`src/rtl/sdram_port_arbiter_pkg.sv`:
```
// sdram_arb_pkg: shared types for the SDRAM port arbiter.
//   state_t  - arbiter FSM states (IDLE, ISSUE, WAIT_RD)
//   owner_t  - id of the requester that owns the current transaction
//   grant_owner() - converts a one-hot grant into an owner id
package sdram_arb_pkg;

  typedef enum logic [1:0] {
    IDLE    = 2'd0,
    ISSUE   = 2'd1,
    WAIT_RD = 2'd2
  } state_t;

  typedef logic owner_t;

  localparam owner_t OWNER_CPU = 1'b0;
  localparam owner_t OWNER_DMA = 1'b1;

  function automatic owner_t grant_owner(input logic [1:0] grant);
    return grant[1] ? OWNER_DMA : OWNER_CPU;
  endfunction

endpackage

```
`src/rtl/sdram_port_arbiter_if.sv`:
```
// sdram_port_arbiter_if: bundles both requester ports and the SDRAM
// controller native port.
//   rq0_* : CPU bridge request/response  (valid/ready/we/addr/wdata, rvalid/rdata/err)
//   rq1_* : SD-card DMA request/response (same set)
//   sdr_* : controller command (addr/wdata/wr/rd) and status/read data (busy/rd_valid/rdata)
// Modports:
//   slave  - the arbiter's view
//   master - the surrounding system (requesters + controller)
interface sdram_port_arbiter_if #(
  parameter int ADDR_W = 24,
  parameter int DATA_W = 16
);
  logic              rq0_valid;
  logic              rq0_ready;
  logic              rq0_we;
  logic [ADDR_W-1:0] rq0_addr;
  logic [DATA_W-1:0] rq0_wdata;
  logic              rq0_rvalid;
  logic [DATA_W-1:0] rq0_rdata;
  logic              rq0_err;

  logic              rq1_valid;
  logic              rq1_ready;
  logic              rq1_we;
  logic [ADDR_W-1:0] rq1_addr;
  logic [DATA_W-1:0] rq1_wdata;
  logic              rq1_rvalid;
  logic [DATA_W-1:0] rq1_rdata;
  logic              rq1_err;

  logic [ADDR_W-1:0] sdr_addr;
  logic [DATA_W-1:0] sdr_wdata;
  logic              sdr_wr;
  logic              sdr_rd;
  logic              sdr_busy;
  logic              sdr_rd_valid;
  logic [DATA_W-1:0] sdr_rdata;

  modport slave (
    input  rq0_valid, rq0_we, rq0_addr, rq0_wdata,
    output rq0_ready, rq0_rvalid, rq0_rdata, rq0_err,
    input  rq1_valid, rq1_we, rq1_addr, rq1_wdata,
    output rq1_ready, rq1_rvalid, rq1_rdata, rq1_err,
    output sdr_addr, sdr_wdata, sdr_wr, sdr_rd,
    input  sdr_busy, sdr_rd_valid, sdr_rdata
  );

  modport master (
    output rq0_valid, rq0_we, rq0_addr, rq0_wdata,
    input  rq0_ready, rq0_rvalid, rq0_rdata, rq0_err,
    output rq1_valid, rq1_we, rq1_addr, rq1_wdata,
    input  rq1_ready, rq1_rvalid, rq1_rdata, rq1_err,
    input  sdr_addr, sdr_wdata, sdr_wr, sdr_rd,
    output sdr_busy, sdr_rd_valid, sdr_rdata
  );
endinterface

```
`src/rtl/sdram_port_arbiter_pick.sv`:
```
// sdram_arb_pick: combinational winner select.
//   valid  in  [1:0]  request valids, bit0 = CPU, bit1 = DMA
//   rr_ptr in         requester preferred when both are valid
//   grant  out [1:0]  one-hot grant (all zero when nobody requests)
// A lone requester always wins regardless of rr_ptr.
module sdram_arb_pick
  import sdram_arb_pkg::*;
(
  input  logic [1:0] valid,
  input  owner_t     rr_ptr,
  output logic [1:0] grant
);

  always_comb begin
    grant = valid;
    if (valid == 2'b11) begin
      grant = (rr_ptr == OWNER_DMA) ? 2'b10 : 2'b01;
    end
  end

endmodule

```
`src/rtl/sdram_port_arbiter.sv`:
```
// sdram_port_arbiter: shares the SDRAM controller native port between the
// 6502 CPU bridge (requester 0) and the SD-card DMA engine (requester 1).
// One transaction is outstanding at a time; read data is routed back to the
// requester that issued the read, and a lost read completion is reported
// after RD_TIMEOUT cycles with err=1 and rdata=0.
//   clk, rst : single clock, synchronous active-high reset
//   bus      : sdram_port_arbiter_if.slave (rq0_*, rq1_*, sdr_*)
// Build option: define SDRAM_ARB_ROUND_ROBIN_EN for round-robin tie-break;
// otherwise the CPU always wins ties.
module sdram_port_arbiter
  import sdram_arb_pkg::*;
#(
  parameter int ADDR_W     = 24,
  parameter int DATA_W     = 16,
  parameter int RD_TIMEOUT = 64
) (
  input logic                 clk,
  input logic                 rst,
  sdram_port_arbiter_if.slave bus
);

  localparam int CNT_W = (RD_TIMEOUT > 2) ? $clog2(RD_TIMEOUT) : 1;
  localparam logic [CNT_W-1:0] CNT_LAST = CNT_W'(RD_TIMEOUT - 1);

  state_t            state_reg;
  owner_t            owner_reg;
  logic [CNT_W-1:0]  cnt_reg;
  logic [ADDR_W-1:0] sdr_addr_reg;
  logic [DATA_W-1:0] sdr_wdata_reg;
  logic              sdr_wr_reg;
  logic              sdr_rd_reg;
  logic              rq0_rvalid_reg, rq1_rvalid_reg;
  logic              rq0_err_reg, rq1_err_reg;
  logic [DATA_W-1:0] rq0_rdata_reg, rq1_rdata_reg;

  logic [1:0]        grant;
  owner_t            rr_ptr;
  owner_t            win;
  logic              sel_we;
  logic [ADDR_W-1:0] sel_addr;
  logic [DATA_W-1:0] sel_wdata;
  logic              rd_done;
  logic              rd_err;
  logic [DATA_W-1:0] rd_data;

`ifdef SDRAM_ARB_ROUND_ROBIN_EN
  owner_t rr_reg;
  assign rr_ptr = rr_reg;
`else
  assign rr_ptr = OWNER_CPU;
`endif

  sdram_arb_pick u_pick (
    .valid  ({bus.rq1_valid, bus.rq0_valid}),
    .rr_ptr (rr_ptr),
    .grant  (grant)
  );

  // Ready is only offered in IDLE, so a request is never taken while
  // another transaction is still in flight.
  assign bus.rq0_ready = (state_reg == IDLE) && grant[0];
  assign bus.rq1_ready = (state_reg == IDLE) && grant[1];

  assign win       = grant_owner(grant);
  assign sel_we    = grant[1] ? bus.rq1_we    : bus.rq0_we;
  assign sel_addr  = grant[1] ? bus.rq1_addr  : bus.rq0_addr;
  assign sel_wdata = grant[1] ? bus.rq1_wdata : bus.rq0_wdata;

  // Read completion: data arriving on the expiry cycle still counts as success.
  always_comb begin
    rd_done = 1'b0;
    rd_err  = 1'b0;
    rd_data = '0;
    if (state_reg == WAIT_RD) begin
      if (bus.sdr_rd_valid) begin
        rd_done = 1'b1;
        rd_data = bus.sdr_rdata;
      end else if (cnt_reg == CNT_LAST) begin
        rd_done = 1'b1;
        rd_err  = 1'b1;
      end
    end
  end

  always_ff @(posedge clk) begin
    if (rst) begin
      state_reg      <= IDLE;
      owner_reg      <= OWNER_CPU;
      cnt_reg        <= '0;
      sdr_addr_reg   <= '0;
      sdr_wdata_reg  <= '0;
      sdr_wr_reg     <= 1'b0;
      sdr_rd_reg     <= 1'b0;
      rq0_rvalid_reg <= 1'b0;
      rq1_rvalid_reg <= 1'b0;
      rq0_err_reg    <= 1'b0;
      rq1_err_reg    <= 1'b0;
      rq0_rdata_reg  <= '0;
      rq1_rdata_reg  <= '0;
`ifdef SDRAM_ARB_ROUND_ROBIN_EN
      rr_reg         <= OWNER_CPU;
`endif
    end else begin
      rq0_rvalid_reg <= rd_done && (owner_reg == OWNER_CPU);
      rq1_rvalid_reg <= rd_done && (owner_reg == OWNER_DMA);
      rq0_err_reg    <= rd_done && rd_err && (owner_reg == OWNER_CPU);
      rq1_err_reg    <= rd_done && rd_err && (owner_reg == OWNER_DMA);
      if (rd_done && (owner_reg == OWNER_CPU)) rq0_rdata_reg <= rd_data;
      if (rd_done && (owner_reg == OWNER_DMA)) rq1_rdata_reg <= rd_data;

      case (state_reg)
        IDLE: begin
          if (|grant) begin
            // Command registers double as the ISSUE-state outputs.
            owner_reg     <= win;
            sdr_addr_reg  <= sel_addr;
            sdr_wdata_reg <= sel_wdata;
            sdr_wr_reg    <= sel_we;
            sdr_rd_reg    <= !sel_we;
            state_reg     <= ISSUE;
`ifdef SDRAM_ARB_ROUND_ROBIN_EN
            rr_reg        <= ~win;
`endif
          end
        end
        ISSUE: begin
          if (!bus.sdr_busy) begin
            sdr_addr_reg  <= '0;
            sdr_wdata_reg <= '0;
            sdr_wr_reg    <= 1'b0;
            sdr_rd_reg    <= 1'b0;
            cnt_reg       <= '0;
            state_reg     <= sdr_wr_reg ? IDLE : WAIT_RD;
          end
        end
        WAIT_RD: begin
          if (rd_done) state_reg <= IDLE;
          else         cnt_reg   <= cnt_reg + 1'b1;
        end
        default: state_reg <= IDLE;
      endcase
    end
  end

  assign bus.sdr_addr   = sdr_addr_reg;
  assign bus.sdr_wdata  = sdr_wdata_reg;
  assign bus.sdr_wr     = sdr_wr_reg;
  assign bus.sdr_rd     = sdr_rd_reg;
  assign bus.rq0_rvalid = rq0_rvalid_reg;
  assign bus.rq0_rdata  = rq0_rdata_reg;
  assign bus.rq0_err    = rq0_err_reg;
  assign bus.rq1_rvalid = rq1_rvalid_reg;
  assign bus.rq1_rdata  = rq1_rdata_reg;
  assign bus.rq1_err    = rq1_err_reg;

endmodule

```
`src/flat_wrapper.sv`:
```
// flat-port wrapper written by rule: the top's interface ports become plain ports
module sdram_port_arbiter_flat import sdram_arb_pkg::*;
#(
  parameter int ADDR_W     = 24,
  parameter int DATA_W     = 16,
  parameter int RD_TIMEOUT = 64
)
  (clk, rst, bus_rq0_valid, bus_rq0_we, bus_rq0_addr, bus_rq0_wdata, bus_rq0_ready, bus_rq0_rvalid, bus_rq0_rdata, bus_rq0_err, bus_rq1_valid, bus_rq1_we, bus_rq1_addr, bus_rq1_wdata, bus_rq1_ready, bus_rq1_rvalid, bus_rq1_rdata, bus_rq1_err, bus_sdr_addr, bus_sdr_wdata, bus_sdr_wr, bus_sdr_rd, bus_sdr_busy, bus_sdr_rd_valid, bus_sdr_rdata);
  sdram_port_arbiter_if #(.ADDR_W(ADDR_W), .DATA_W(DATA_W)) bus_i ();
  input logic clk;
  input logic rst;
  input wire logic [$bits(bus_i.rq0_valid)-1:0] bus_rq0_valid;
  input wire logic [$bits(bus_i.rq0_we)-1:0] bus_rq0_we;
  input wire logic [$bits(bus_i.rq0_addr)-1:0] bus_rq0_addr;
  input wire logic [$bits(bus_i.rq0_wdata)-1:0] bus_rq0_wdata;
  output wire logic [$bits(bus_i.rq0_ready)-1:0] bus_rq0_ready;
  output wire logic [$bits(bus_i.rq0_rvalid)-1:0] bus_rq0_rvalid;
  output wire logic [$bits(bus_i.rq0_rdata)-1:0] bus_rq0_rdata;
  output wire logic [$bits(bus_i.rq0_err)-1:0] bus_rq0_err;
  input wire logic [$bits(bus_i.rq1_valid)-1:0] bus_rq1_valid;
  input wire logic [$bits(bus_i.rq1_we)-1:0] bus_rq1_we;
  input wire logic [$bits(bus_i.rq1_addr)-1:0] bus_rq1_addr;
  input wire logic [$bits(bus_i.rq1_wdata)-1:0] bus_rq1_wdata;
  output wire logic [$bits(bus_i.rq1_ready)-1:0] bus_rq1_ready;
  output wire logic [$bits(bus_i.rq1_rvalid)-1:0] bus_rq1_rvalid;
  output wire logic [$bits(bus_i.rq1_rdata)-1:0] bus_rq1_rdata;
  output wire logic [$bits(bus_i.rq1_err)-1:0] bus_rq1_err;
  output wire logic [$bits(bus_i.sdr_addr)-1:0] bus_sdr_addr;
  output wire logic [$bits(bus_i.sdr_wdata)-1:0] bus_sdr_wdata;
  output wire logic [$bits(bus_i.sdr_wr)-1:0] bus_sdr_wr;
  output wire logic [$bits(bus_i.sdr_rd)-1:0] bus_sdr_rd;
  input wire logic [$bits(bus_i.sdr_busy)-1:0] bus_sdr_busy;
  input wire logic [$bits(bus_i.sdr_rd_valid)-1:0] bus_sdr_rd_valid;
  input wire logic [$bits(bus_i.sdr_rdata)-1:0] bus_sdr_rdata;
  assign bus_i.rq0_valid = bus_rq0_valid;
  assign bus_i.rq0_we = bus_rq0_we;
  assign bus_i.rq0_addr = bus_rq0_addr;
  assign bus_i.rq0_wdata = bus_rq0_wdata;
  assign bus_rq0_ready = bus_i.rq0_ready;
  assign bus_rq0_rvalid = bus_i.rq0_rvalid;
  assign bus_rq0_rdata = bus_i.rq0_rdata;
  assign bus_rq0_err = bus_i.rq0_err;
  assign bus_i.rq1_valid = bus_rq1_valid;
  assign bus_i.rq1_we = bus_rq1_we;
  assign bus_i.rq1_addr = bus_rq1_addr;
  assign bus_i.rq1_wdata = bus_rq1_wdata;
  assign bus_rq1_ready = bus_i.rq1_ready;
  assign bus_rq1_rvalid = bus_i.rq1_rvalid;
  assign bus_rq1_rdata = bus_i.rq1_rdata;
  assign bus_rq1_err = bus_i.rq1_err;
  assign bus_sdr_addr = bus_i.sdr_addr;
  assign bus_sdr_wdata = bus_i.sdr_wdata;
  assign bus_sdr_wr = bus_i.sdr_wr;
  assign bus_sdr_rd = bus_i.sdr_rd;
  assign bus_i.sdr_busy = bus_sdr_busy;
  assign bus_i.sdr_rd_valid = bus_sdr_rd_valid;
  assign bus_i.sdr_rdata = bus_sdr_rdata;
  sdram_port_arbiter #(.ADDR_W(ADDR_W), .DATA_W(DATA_W), .RD_TIMEOUT(RD_TIMEOUT)) u_core (.clk(clk), .rst(rst), .bus(bus_i));
endmodule
```
`config.mk`:
```
export PLATFORM = sky130hd
export DESIGN_NAME = sdram_port_arbiter_flat
export DESIGN_NICKNAME = d
export VERILOG_FILES = /design/src/rtl/sdram_port_arbiter_pkg.sv /design/src/rtl/sdram_port_arbiter_if.sv /design/src/rtl/sdram_port_arbiter_pick.sv /design/src/rtl/sdram_port_arbiter.sv /design/src/flat_wrapper.sv
export SDC_FILE = /design/constraint.sdc
export NUM_CORES = 1
export LEC_CHECK = 0
export ABC_AREA = 1
export BUFFER_PORTS_ARGS = -buffer_cell sky130_fd_sc_hd__buf_2
export CORE_UTILIZATION = 42
export DETAILED_ROUTE_END_ITERATION = 12
export PLACE_DENSITY = 0.82
export RECOVER_POWER = 25
export SETUP_SLACK_MARGIN = 0.05
export SYNTH_ARGS = -nofsm -noshare
export SYNTH_HDL_FRONTEND = slang
export SYNTH_HIERARCHICAL = 1
export SYNTH_SLANG_ARGS = --single-unit
```
`constraint.sdc`:
```
create_clock -name clk -period 1.3 [get_ports clk]
set_input_delay 0.065 -clock clk [delete_from_list [all_inputs] [get_ports clk]]
set_output_delay 0.065 -clock clk [all_outputs]
set_load 0.05 [all_outputs]
```
After elaboration in Yosys (flattened, before gate mapping) --
Index checks and enable logic that the tools add are counted.
Storage, ports and cells: logic and storage cells 70, bits of input ports 104, bits in registers 87, output and inout bits 80, RAM bits 0, memories 0, ROM bits 0, latch bits 0
Operators by class: divide/modulo/power cells 0, order comparisons 0, shifts and indexed selects 0, reductions and logical operators 16, bitwise logic cells 1, $mul 0, multiplexer cells 31, add/subtract/negate cells 1, eq/ne operators 8
Operators by type and width (count):
- two-way mux 16 bit | 5
- two-way mux 24 bit | 3
- case mux 24 bit (2 select lines) | 1
- case mux 16 bit (2 select lines) | 1
- two-way mux 6 bit | 2
- case mux 6 bit (2 select lines) | 1
- two-way mux 1 bit | 10
- two-way mux 2 bit | 5
- AND reduction 3 bit | 3
- logical AND 1 bit | 7
- adder 6 x 1 -> 6 bit, second input constant | 1
- equality test 6 bit, second input constant | 1
- inequality test 2 bit, second input constant | 3
- case mux 2 bit (3 select lines) | 1
- equality test 2 bit, second input constant | 2
- case mux 1 bit (2 select lines) | 2
- nonzero test 2 bit | 2
- equality test 2 x 1 -> 1 bit, second input constant | 1
- zero test 2 bit | 1
- inequality test 2 x 1 -> 1 bit, second input constant | 1
- AND reduction 2 bit | 1
- OR reduction 2 bit | 1
- zero test 1 bit | 1
- inverter 1 bit | 1

Logic depth before layout (Yosys ltp) --
depth in word-level cells 6, gate-level depth with buffers 12, gate-level depth less buffers 10

Hierarchy --
Netlist, hierarchy kept.
By module, submodules not included:
- sdram_port_arbiter | sequential area each 1741.7 um^2, instances 1, area an instance 3992.6 um^2, cells each 597
- sdram_arb_pick | sequential area each 0.0 um^2, instances 1, area an instance 21.3 um^2, cells each 5

Worst setup path after synthesis --
Ideal clock, no wire load.
path kind reg2reg, from register u_core.state_reg[1], to register u_core.owner_reg, clock period less this slack 1625 ps, cell stages (with the launch flop) 7, setup slack -325 ps, data arrival time 1497 ps, setup time 128 ps, path buffers 0, required time 1172 ps, cells stage by stage dfxtp_1 nor2_1 inv_1 nor2_1 nor2_1 nor2_1 nor2_1
Between the ends: longest elaborated chain between the ends 2
RTL lines:
- start, declared | RTL line sdram_port_arbiter.sv:25 | state_t state_reg;
- start signal, assigned | RTL line sdram_port_arbiter.sv:133 | state_reg <= sdr_wr_reg ? IDLE : WAIT_RD;
- zero test 2 bit | RTL line sdram_port_arbiter.sv:111 | case (state_reg)
- AND reduction 2 bit (no line)
- end signal, assigned | RTL line sdram_port_arbiter.sv:115 | owner_reg <= win;
- end, declared | RTL line sdram_port_arbiter.sv:26 | owner_t owner_reg;
No other way between the ends. A chain may end at the register's enable or synchronous reset.

Worst setup path in the final report --
from register u_core.state_reg[0], to register u_core.sdr_addr_reg[23] (netlist: u_core/bus.sdr_addr[23])
Between the ends: longest elaborated chain between the ends 3, elaborated cells on any way between the ends 7, those cells by class eq/ne (3); mux (1); reduce/logical (3)
RTL lines:
- equality test 2 x 1 -> 1 bit / zero test 2 bit (equally long branches) | RTL line sdram_port_arbiter.sv:111
- inequality test 2 bit (no line) / nonzero test 2 bit (equally long branches)
- AND reduction 3 bit (no line)
- end signal, assigned | RTL line sdram_port_arbiter.sv:116 | sdr_addr_reg <= sel_addr;
- end, declared | RTL line sdram_port_arbiter.sv:28 | logic [ADDR_W-1:0] sdr_addr_reg;
Several ways; a longest one is shown, not always the timed one.

==> flow_summary.toml <==
[clock_network]
cts_tree = "yes"
cts.clk_slew.worst_paths_ns = 0.09
ctsHtreeMaxLevel = 3
clk_path_buf_depth = 2
clk_latency_ns = 0.35
clock-sinks = 87
cts_buffers = 9
cts-root-buf = "clkbuf_8"

[setup_path]
cp_top_family = "simple AND/OR/NAND/NOR gates"
cp_slowest_stage_delay_ns = 0.37
crit_buf_inv = 3
endpoint = "u_core/bus.sdr_addr[23]$_SDFFE_PP0P_"
path_max_fanout = 6
critPathLaunchType = "register"
startpoint = "u_core/state_reg[0]$_SDFFE_PP0P_"
cp_data_required_time_ns = 1.58
path_depth = 9
reg2reg_to = "u_core/bus.sdr_addr[23]$_SDFFE_PP0P_"
ff2ff_path_depth = 9
crit-reg2reg-launch = "u_core/state_reg[0]$_SDFFE_PP0P_"
crit_type = "register to register"
ff2ff_setup_slack_ns = -0.07
cp.arrival_ns = 1.66
cp_cell_sequence = "nor2_4 > nand3_4 > nand2_4 > nor2_8 > buf_12 > buf_12 > inv_16 > nand2_4 > a21oi_2"
cp-end-kind = "register"
worst_path_max_delay_cell = "dfxtp_4"

[route]
wl_mm = 13.26
detailroute.via_count = 4694
drc = 0
drt_iter0_drc = 141
antenna_left = 0
vias_per_cell = 4.920
drtPass1Iterations = 5
wl_per_cell_um = 13.90

[place]
dpl_worst_slack_ns = -0.1830
port_buffers = 183
hpwl_mm = 7.858
place_congestion = 0.8296

[layout]
syn2layout_area_growth_pct = 60.22
layout_common_cells = "nand2_1, buf_2, dfxtp_1"
final_nets = 926
fillers = 769
diodes = 0
largest_reg_flops = 24
final_core_util = 0.6960
final_common_cell = "nand2_1"
layout-drive-gt1-share = 0.4679

[floorplanning]
core-area_um2 = 9240
die_w_um = 99.76
die_area_um2 = 9952
io_pins = 184
initial_core_util = 0.4344
num_rows = 35
die_height_um = 99.76

[sta]
holdWs_ns = 0.04766
period_minus_slack_ns = 1.373
rsz0062_at_grt = "true"
hold_violations = 0
clock-skew-final_ns = 0.009813
fmax_mhz = 728.4
tns_ns = -2.202
maxSlewViolCount = 0
finalWorstSetupSlack_ns = -0.07290
finalCritPeriodShare = 1.056
setup_violations = 66

[synth]
syn_inst = 602
synthDominantCellAreaShare = 0.4339
synth_top_area_cell = "dfxtp_1"
seq_area_frac_synth = 0.4339
synth-simple-area-share = 0.3317
synth_fa_ha_area_frac = 0.003117
ys_types = 27
synth_top_family_by_area = "simple AND/OR/NAND/NOR gates"
syn-cell-area_um2 = 4014
synth-compound-area-share = 0.1515
avgSynthCellArea_um2 = 6.668
synth_xor_area_frac = 0
yosys-top-cells-area = "dfxtp_1, nand2_1, a21oi_1, nor2_1, o21ai_0"
yosysWarnings = 6
synth_seq_cells = 87
synthMuxAreaShare = 0.002494

[power_and_ir_drop]
p_per_area_nw_per_um2 = 1290
ir_drop_mv = 0.9994
leakage_nw = 3.110

[global_routing]
top_usage_layer = "met2"
grt_pass1_wl_mm = 19.80
grt_overflow = 0
grt_pass1_vias = 4240
gr-usage-met2 = 0.4647
grtUsageMet1 = 0.2904
antenna_found_initial = 0
gr-usage-met3 = 0.05341
grt_max_degree = 39
track_usage = 0.2511

[run]
drv_cap = 0

[outcome]
status = "complete, but fails checks"
failed_checks = "setup timing"

[min_path]
hp-class = "input pin to register"
whs_path_depth = 4
-- layer usage --
metal  vias to the layer above  share of wire
met3                        13          0.059
met2                       180           0.54
li1                       2359              -
met4                         0          0.012
met1                      2142           0.39
met5                         -              0
-- kinds of logic after synthesis --
kind of cell             Yosys count
AO/OA/AOI/OAI                    121
adder cells (fa/ha/maj)            1
buffers and inverters             62
flip-flops                        87
multiplexers                       1
other                              1
AND/OR/NAND/NOR                  329
-- how the worst min path moves through the flow --
| stage | from | to | slack [ns] |
|---|---|---|---|
| 6_report | bus_rq1_we | u_core/bus.sdr_rd$_SDFFE_PP0P_ | 0.05 |
| 5_1_grt | bus_rq0_we | u_core/bus.sdr_rd$_SDFFE_PP0P_ | 0.04 |
| 4_1_cts | bus_rq0_we | u_core/bus.sdr_rd$_SDFFE_PP0P_ | 0.02 |
| 3_5_place_dp | bus_rq0_we | u_core/bus.sdr_rd$_SDFFE_PP0P_ | 0.40 |
| 3_3_place_gp | bus_rq0_we | u_core/bus.sdr_rd$_SDFFE_PP0P_ | 0.39 |
| 2_1_floorplan | bus_rq0_we | u_core/bus.sdr_rd$_SDFFE_PP0P_ | 0.28 |
-- power breakdown --
group | internal [mW] | total [mW] | switching (mW) | leakage, nW
combinational | 1.21 | 3.35 | 2.14 | 2.30
sequential | 2.88 | 3.06 | 0.178 | 0.712
clock | 0.931 | 1.88 | 0.953 | 0.0985
-- final cells by class --
type,instances,area [um2],share of cell area
well taps,129,161.4,0.02510
clock buffers,10,137.6,0.02140
inverters,24,120.1,0.01868
multi-input cells,459,2585,0.4019
flip-flops and latches,87,1752,0.2724
clock inverters,5,56.30,0.008755
repair inverters,7,117.6,0.01829
repair buffers,233,1501,0.2335
-- through the flow --
| step | std cells | total power [mW] | instance area, um2 |
|---|---|---|---|
| 5_1_grt | 954 | 8.670 | 6431 |
| 3_3_place_gp | 906 | 5.309 | 5195 |
| 2_1_floorplan | 603 | 4.714 | 4089 |
| 3_5_place_dp | 906 | 5.319 | 5195 |
| 4_1_cts | 943 | 7.851 | 5926 |
| 6_report | 954 | 8.294 | 6431 |
-- synth_stat cells, drive strengths merged --
cell    count
clkinv      1
o21ai      31
dfxtp      87
o21a        1
nor2      102
nor3b       1
a21oi      89
nand3      13
ha          1
conb        1
inv        23
mux2i       1
buf        18
nand2     211
clkbuf     20
nand4       2
-- worst reg2reg max path, cell delays in order, from the launching register on --
cell,delay (ns)
dfxtp_4,0.37
nor2_4,0.14
nand3_4,0.09
nand2_4,0.11
nor2_8,0.05
buf_12,0.14
buf_12,0.15
inv_16,0.09
nand2_4,0.05
a21oi_2,0.13
-- what timing repair did --
action	in CTS	in global routing
pin swaps	18	40
gates cloned	12	3
hold buffers	0	0
buffers inserted	10	11
setup endpoints to repair	85	86
gates resized for setup	97	116
No activity file was read; power rests on OpenSTA's default activity.
